### src/rtl/pong_game_ctrl.sv
// pong_game_ctrl: per-frame Pong sequencer (sync vsync/buttons in; ball, paddle, score, state, winner, frame_tick out)
module pong_game_ctrl #(
  parameter int SCREEN_W     = 640,
  parameter int SCREEN_H     = 480,
  parameter int PADDLE_W     = 8,
  parameter int PADDLE_H     = 48,
  parameter int PADDLE_X_GAP = 16,
  parameter int BALL_SIZE    = 8,
  parameter int BALL_SPEED   = 2,
  parameter int PADDLE_SPEED = 4,
  parameter int SERVE_FRAMES = 60,
  parameter int WIN_SCORE    = 9
) (
  input  logic       i_CLK,
  input  logic       i_RST_n,
  input  logic       i_vSync,
  input  logic       i_start,
  input  logic       i_p1_up,
  input  logic       i_p1_dn,
  input  logic       i_p2_up,
  input  logic       i_p2_dn,
  output logic [9:0] o_ball_x,
  output logic [9:0] o_ball_y,
  output logic [9:0] o_p1_y,
  output logic [9:0] o_p2_y,
  output logic [3:0] o_p1_score,
  output logic [3:0] o_p2_score,
  output logic [1:0] o_state,
  output logic       o_winner,
  output logic       o_frame_tick
);
  typedef enum logic [1:0] {IDLE, SERVE, PLAY, OVER} state_t;
  localparam logic [9:0] BX0  = 10'((SCREEN_W - BALL_SIZE) / 2);
  localparam logic [9:0] BY0  = 10'((SCREEN_H - BALL_SIZE) / 2);
  localparam logic [9:0] P0   = 10'((SCREEN_H - PADDLE_H) / 2);
  localparam logic [9:0] PMAX = 10'(SCREEN_H - PADDLE_H);
  localparam logic [9:0] XMAX = 10'(SCREEN_W - BALL_SIZE);
  localparam logic [9:0] YMAX = 10'(SCREEN_H - BALL_SIZE);
  localparam logic [9:0] PL_R = 10'(PADDLE_X_GAP + PADDLE_W);
  localparam logic [9:0] PR_X = 10'(SCREEN_W - PADDLE_X_GAP - PADDLE_W);
  localparam logic [9:0] BS   = 10'(BALL_SIZE);
  localparam logic [9:0] BSP  = 10'(BALL_SPEED);
  localparam logic [9:0] PSP  = 10'(PADDLE_SPEED);
  localparam logic [9:0] PH   = 10'(PADDLE_H);
  localparam logic [7:0] SF1  = 8'(SERVE_FRAMES - 1);
  localparam logic [3:0] WIN  = 4'(WIN_SCORE);
  logic [2:0] r_vs;
  logic [4:0] r_btn1, r_btn2;
  logic       r_tick, r_dx, r_dy, r_winner;
  state_t     r_state, w_state;
  logic [9:0] r_ball_x, r_ball_y, r_p1_y, r_p2_y;
  logic [9:0] w_ball_x, w_ball_y, w_p1_y, w_p2_y;
  logic [3:0] r_p1_score, r_p2_score, w_p1_score, w_p2_score;
  logic [7:0] r_cnt, w_cnt;
  logic       w_dx, w_dy, w_winner;
  logic       w_tick, w_start, w_ov1, w_ov2, w_sc1, w_sc2;
  function automatic logic [9:0] f_pad(input logic [9:0] y, input logic up, input logic dn);
    return (up & ~dn) ? ((y < PSP) ? '0 : y - PSP) :
           (dn & ~up) ? ((y > PMAX - PSP) ? PMAX : y + PSP) : y;
  endfunction
  assign w_tick  = r_vs[1] & ~r_vs[2];
  assign w_start = r_btn2[4];
  assign w_ov1   = (r_ball_y + BS > r_p1_y) && (r_ball_y < r_p1_y + PH);
  assign w_ov2   = (r_ball_y + BS > r_p2_y) && (r_ball_y < r_p2_y + PH);
  assign w_sc1   = r_dx && (r_ball_x + BSP > XMAX);
  assign w_sc2   = !r_dx && (r_ball_x < BSP);
  always_comb begin
    w_state    = r_state;
    w_ball_x   = r_ball_x;
    w_ball_y   = r_ball_y;
    w_dx       = r_dx;
    w_dy       = r_dy;
    w_p1_y     = r_p1_y;
    w_p2_y     = r_p2_y;
    w_p1_score = r_p1_score;
    w_p2_score = r_p2_score;
    w_winner   = r_winner;
    w_cnt      = r_cnt;
    if (r_state == SERVE || r_state == PLAY) begin
      w_p1_y = f_pad(r_p1_y, r_btn2[3], r_btn2[2]);
      w_p2_y = f_pad(r_p2_y, r_btn2[1], r_btn2[0]);
    end
    case (r_state)
      IDLE: begin
        w_ball_x   = BX0;
        w_ball_y   = BY0;
        w_p1_score = '0;
        w_p2_score = '0;
        if (w_start) begin
          w_state = SERVE;
          w_cnt   = '0;
        end
      end
      SERVE: begin
        w_ball_x = BX0;
        w_ball_y = BY0;
        w_cnt    = (r_cnt == SF1) ? '0 : r_cnt + 8'd1;
        w_state  = (r_cnt == SF1) ? PLAY : SERVE;
      end
      PLAY: begin
        if (r_dx) begin
          if (r_ball_x + BS <= PR_X && r_ball_x + BS + BSP > PR_X && w_ov2) begin
            w_ball_x = PR_X - BS;
            w_dx     = 1'b0;
          end else
            w_ball_x = r_ball_x + BSP;
        end else if (r_ball_x >= PL_R && r_ball_x - BSP < PL_R && w_ov1) begin
          w_ball_x = PL_R;
          w_dx     = 1'b1;
        end else
          w_ball_x = r_ball_x - BSP;
        if (!r_dy && r_ball_y < BSP) begin
          w_ball_y = '0;
          w_dy     = 1'b1;
        end else if (r_dy && r_ball_y + BSP > YMAX) begin
          w_ball_y = YMAX;
          w_dy     = 1'b0;
        end else
          w_ball_y = r_dy ? r_ball_y + BSP : r_ball_y - BSP;
        if (w_sc1 || w_sc2) begin
          w_ball_x   = BX0;
          w_ball_y   = BY0;
          w_dx       = w_sc1;
          w_dy       = r_dy;
          w_cnt      = '0;
          w_p1_score = r_p1_score + {3'b0, w_sc1};
          w_p2_score = r_p2_score + {3'b0, w_sc2};
          w_state    = (w_p1_score == WIN || w_p2_score == WIN) ? OVER : SERVE;
          w_winner   = (w_state == OVER) ? w_sc2 : r_winner;
        end
      end
      OVER: begin
        if (w_start) begin
          w_state    = IDLE;
          w_ball_x   = BX0;
          w_ball_y   = BY0;
          w_p1_score = '0;
          w_p2_score = '0;
          w_p1_y     = P0;
          w_p2_y     = P0;
          w_dx       = 1'b1;
          w_dy       = 1'b1;
        end
      end
    endcase
  end
  always_ff @(posedge i_CLK) begin
    if (!i_RST_n) begin
      r_vs       <= 3'b111;
      r_btn1     <= '0;
      r_btn2     <= '0;
      r_tick     <= 1'b0;
      r_state    <= IDLE;
      r_ball_x   <= BX0;
      r_ball_y   <= BY0;
      r_dx       <= 1'b1;
      r_dy       <= 1'b1;
      r_p1_y     <= P0;
      r_p2_y     <= P0;
      r_p1_score <= '0;
      r_p2_score <= '0;
      r_winner   <= 1'b0;
      r_cnt      <= '0;
    end else begin
      r_vs   <= {r_vs[1:0], i_vSync};
      r_btn1 <= {i_start, i_p1_up, i_p1_dn, i_p2_up, i_p2_dn};
      r_btn2 <= r_btn1;
      r_tick <= w_tick;
      if (w_tick) begin
        r_state    <= w_state;
        r_ball_x   <= w_ball_x;
        r_ball_y   <= w_ball_y;
        r_dx       <= w_dx;
        r_dy       <= w_dy;
        r_p1_y     <= w_p1_y;
        r_p2_y     <= w_p2_y;
        r_p1_score <= w_p1_score;
        r_p2_score <= w_p2_score;
        r_winner   <= w_winner;
        r_cnt      <= w_cnt;
      end
    end
  end
  assign o_ball_x     = r_ball_x;
  assign o_ball_y     = r_ball_y;
  assign o_p1_y       = r_p1_y;
  assign o_p2_y       = r_p2_y;
  assign o_p1_score   = r_p1_score;
  assign o_p2_score   = r_p2_score;
  assign o_state      = r_state;
  assign o_winner     = r_winner;
  assign o_frame_tick = r_tick;
endmodule
### config.mk
export PLATFORM = sky130hd
export DESIGN_NAME = pong_game_ctrl
export DESIGN_NICKNAME = d
export VERILOG_FILES = /design/src/rtl/pong_game_ctrl.sv
export SDC_FILE = /design/constraint.sdc
export NUM_CORES = 1
export LEC_CHECK = 0
export BUFFER_PORTS_ARGS = -buffer_cell sky130_fd_sc_hd__buf_2
export CAP_MARGIN = 30
export CELL_PAD_IN_SITES_DETAIL_PLACEMENT = 0
export CELL_PAD_IN_SITES_GLOBAL_PLACEMENT = 2
export CORE_MARGIN = 10
export CORE_UTILIZATION = 38
export CTS_CLUSTER_DIAMETER = 120
export DETAILED_ROUTE_END_ITERATION = 8
export HOLD_SLACK_MARGIN = 0.06
export PLACE_DENSITY = 0.95
export SETUP_SLACK_MARGIN = 0.3
export SYNTH_ARGS = -nofsm -noshare
export SYNTH_HDL_FRONTEND = slang
export SYNTH_SLANG_ARGS = --single-unit
export TNS_END_PERCENT = 5
### constraint.sdc
create_clock -name i_CLK -period 6 [get_ports i_CLK]
set_input_delay 1.2 -clock i_CLK [delete_from_list [all_inputs] [get_ports i_CLK]]
set_output_delay 1.2 -clock i_CLK [all_outputs]
set_load 0.005 [all_outputs]
==> metrics.md <==
| Metric | Value |
|---|---|
| Initial DRC count | `about 440` |
| Final period util | `0.6885` |
| FF+latch count, synth | `between 70 and 80` |
| CP Data Arrival Time | `~4.4 ns` |
| Mapped Cells | `around 860` |
| Layout fillers | `between 1.5k and 2k` |
| DP Wirelength | `approximately 14 mm` |
| Register area share after synthesis | `0.2297` |
| CTS Buf Count | `9` |
| Top cells by area, synth | `dfxtp_1, ha_1, o21ai_0` |
| Buffers on Ports | `57` |
| Pre-CTS setup slack | `1.930 ns` |
| Die ar. | `0.02231 mm2` |
| Fmax | `between 200 and 250 MHz` |
| Ys async rst share | `0` |
| Routed WL | `approximately 19 mm` |
| Main synth FF type | `dfxtp_1` |
| Flop2flop setup slack | `around 1.9 ns` |
| CTS tree | `done` |
| # IOs | `60` |
| Final Critical Period | `between 4 and 5 ns` |
| Multi-input gate area | `approximately 0.0045 mm2` |
| Vias in the first global route | `~5.9k` |
| Die height | `approximately 150 um` |
| Synth area leader | `dfxtp_1` |
| Total gr overflow | `0` |
| FF/Latch Area | `around 0.0015 mm2` |
| Cell leakage power | `roughly 2.8 nW` |
| Largest delay share family, worst path | `simple AND/OR/NAND/NOR gates` |
| CTS Hold Bufs | `0` |
| Critical Path Source Type | `flop` |
| Via Count | `roughly 6.3k` |
| Synth Warn # | `0` |
| Hold Fails Final Rpt | `0` |
| Initial core utilization | `0.3849` |
| Remaining DRCs | `0` |
| Worst-Skew Late Latency | `roughly 0.35 ns` |
| Row count | `47` |
| Hold_sp | `r_vs[0]` |
| Critical setup path kind | `reg -> reg` |
| Post-route ant nets | `0` |
| Largest net degree at the start of global routing | `69` |
| Longest Clk Path Bufs | `2` |
| Final setup skew | `between 0.01 and 0.015 ns` |
| Top cell type's share of synthesized area | `0.2297` |
| Outcome | `finished, final reports clean` |
| Hold path cells | `1` |
| Placer congestion estimate | `between 0.8 and 0.9` |
| Hold EP | `r_vs[1]` |
| Placeable core area | `between 0.015 and 0.02 mm2` |
| Synth Area per Inst | `~7.4 um2` |
| DR WL/cell | `17.14 um` |
| Total global routing track utilization | `0.1675` |
| CP Capture Type | `flop` |
| RSZ-0062 raised after global routing | `false` |
| EDFF count, synth | `0` |
| Share of post-route cells with drive strength above 1 | `0.1035` |
| CP required | `6.28 ns` |
| Setup tns final | `0 ns` |
| Worst path buffer plus inverter count | `0` |
| Post-CTS Setup Bufs | `0` |
| Vias per cell | `~5.7` |
| Netlist cell types | `between 70 and 80` |
| Fin worst setup slack | `between 1.5 and 2 ns` |
| Crit path largest cell delay | `~0.67 ns` |
| CTS resizes | `0` |
| Max transition margin | `0.4850` |
| Count of pins over their slew limit | `0` |
| Worst slew pin tran | `around 0.77 ns` |
| First-pass GRT wire length | `roughly 31 mm` |
| Hold crit path type | `reg -> reg` |
| # setup viols final | `0` |
| Worst R2R Start | `o_ball_x[3]` |
| H-tree depth | `3` |
| Mapped Area | `about 0.0064 mm2` |
| Max Fanout on Critical Path | `17` |
| Worst-path clk slew | `about 0.07 ns` |
| Cells on worst reg2reg path | `10` |
| Power Density | `156.0 mW/mm2` |
| Total power | `1.092 mW` |
| Initial antenna violation count | `0` |
| Slowest-stage cell, CP | `or4_1` |
| Max-cap viol count | `0` |
| # diodes | `0` |
| Maximum vdd drop | `between 0.15 and 0.2 mV` |
| Die W | `149.4 um` |
| Total Nets Final | `roughly 950` |
| Num Clock Sinks | `73` |
| Worst Setup SP | `o_ball_x[3]` |
| Worst r2r dst | `r_cnt[3]` |
| Root buffer cell | `clkbuf_16` |
| DR pass1 iterations | `5` |
| Hold WS | `roughly 0.4 ns` |
| Layout area overhead | `10.01%` |
| Critical path, cell by cell | `ha_1, nand4_1, nor2_1, xnor2_1, a211oi_4, nor3_4, or4_1, or2_1, or3b_1, a21boi_1` |
==> layout make-up <==
class | instances | area share
repair buffers | 61 | 0.04470
well taps | 220 | 0.03933
multi-input cells | 687 | 0.6412
flip-flops and latches | 73 | 0.2088
clock inverters | 6 | 0.009297
inverters | 42 | 0.02253
clock buffers | 10 | 0.03415
==> cells in the final DEF, fill, tap and decap left out, drive strengths merged, types with 8 or more instances in the layout <==
cell type and count:
nand3 38, and2 29, nor2 60, nor2b 27, nand2b 12, nand2 85
a21boi 12, o211ai 8, o21ai 75, dfxtp 73, ha 63, inv 42
nand4 16, buf 61, a21oi 49, clkbuf 10, xnor2 28, nor3 26
and3 9, a31oi 11
==> power by group <==
part           switching [mW]  internal, mW
clock network           0.227         0.334
logic                  0.0244        0.0132
registers             0.00354         0.489
==> cell families after synthesis <==
| group | Yosys count | synth area share |
|---|---|---|
| adder cells (fa/ha/maj) | 63 | 0.1239 |
| flip-flops | 73 | 0.2297 |
| AND/OR/NAND/NOR | 339 | 0.2752 |
| XOR/XNOR | 34 | 0.04681 |
| AO/OA/AOI/OAI | 246 | 0.2535 |
| other | 1 | 0.0005895 |
| buffers and inverters | 100 | 0.06550 |
| multiplexers | 3 | 0.004721 |
==> registers in the layout, summed over array words and instances (netlist names) <==
signal and cells:
o_ball_y 9, r_dx 1, o_winner 1, r_dy 1, r_btn1 5, o_frame_tick 1
r_btn2 5, o_p1_score 4, o_p1_y 10, r_cnt 8, o_ball_x 9, o_p2_score 4
o_state 2, o_p2_y 10, r_vs 3
==> metal layers <==
metal,part of all wire,vias up,GRT usage
li1,-,3145,-
met1,0.47,2941,0.2252
met2,0.45,204,0.2628
met3,0.064,20,0.03732
met4,0.014,0,0.04563
met5,0,-,0
==> worst max path at each step <==
| stage | end | cells past startpoint |
|---|---|---|
| 2_1_floorplan | o_ball_x[5] | 15 |
| 3_3_place_gp | r_cnt[3] | 10 |
| 3_5_place_dp | r_cnt[3] | 10 |
| 4_1_cts | r_cnt[3] | 10 |
| 5_1_grt | r_cnt[3] | 10 |
| 6_report | r_cnt[3] | 10 |
==> cell usage after synthesis (4+ instances only) <==
library cell / number
nand2_1: 84
o21ai_0: 74
dfxtp_1: 73
ha_1: 63
nor2_1: 59
a21oi_1: 49
clkbuf_1: 43
inv_1: 41
nand3_1: 38
and2_1: 29
xnor2_1: 28
nor2b_1: 27
nor3_1: 25
nand4_1: 15
nand2b_1: 12
a31oi_1: 11
a21boi_0: 10
and3_1: 9
o211ai_1: 8
o221ai_1: 7
o22ai_1: 7
or3_1: 7
a21o_1: 6
buf_2: 6
o21a_1: 6
o31ai_1: 6
xor2_1: 6
a211oi_1: 5
a22oi_1: 5
a32oi_1: 5
and4_1: 5
buf_4: 5
nor4_1: 5
a22o_1: 4
a311oi_1: 4
a41oi_1: 4
nand4b_1: 4
o2111ai_1: 4
==> stage by stage <==
step / area [um2] / instances / utilization
floorplan: 6365 / 860 / -
global placement: 6689 / 1082 / 0.4048
detailed placement: 6689 / 1082 / 0.4048
CTS: 6993 / 1098 / 0.4232
global route: 6998 / 1099 / 0.4235
finish: 6998 / 1099 / 0.4235
No activity file was read; power rests on OpenSTA's default activity.
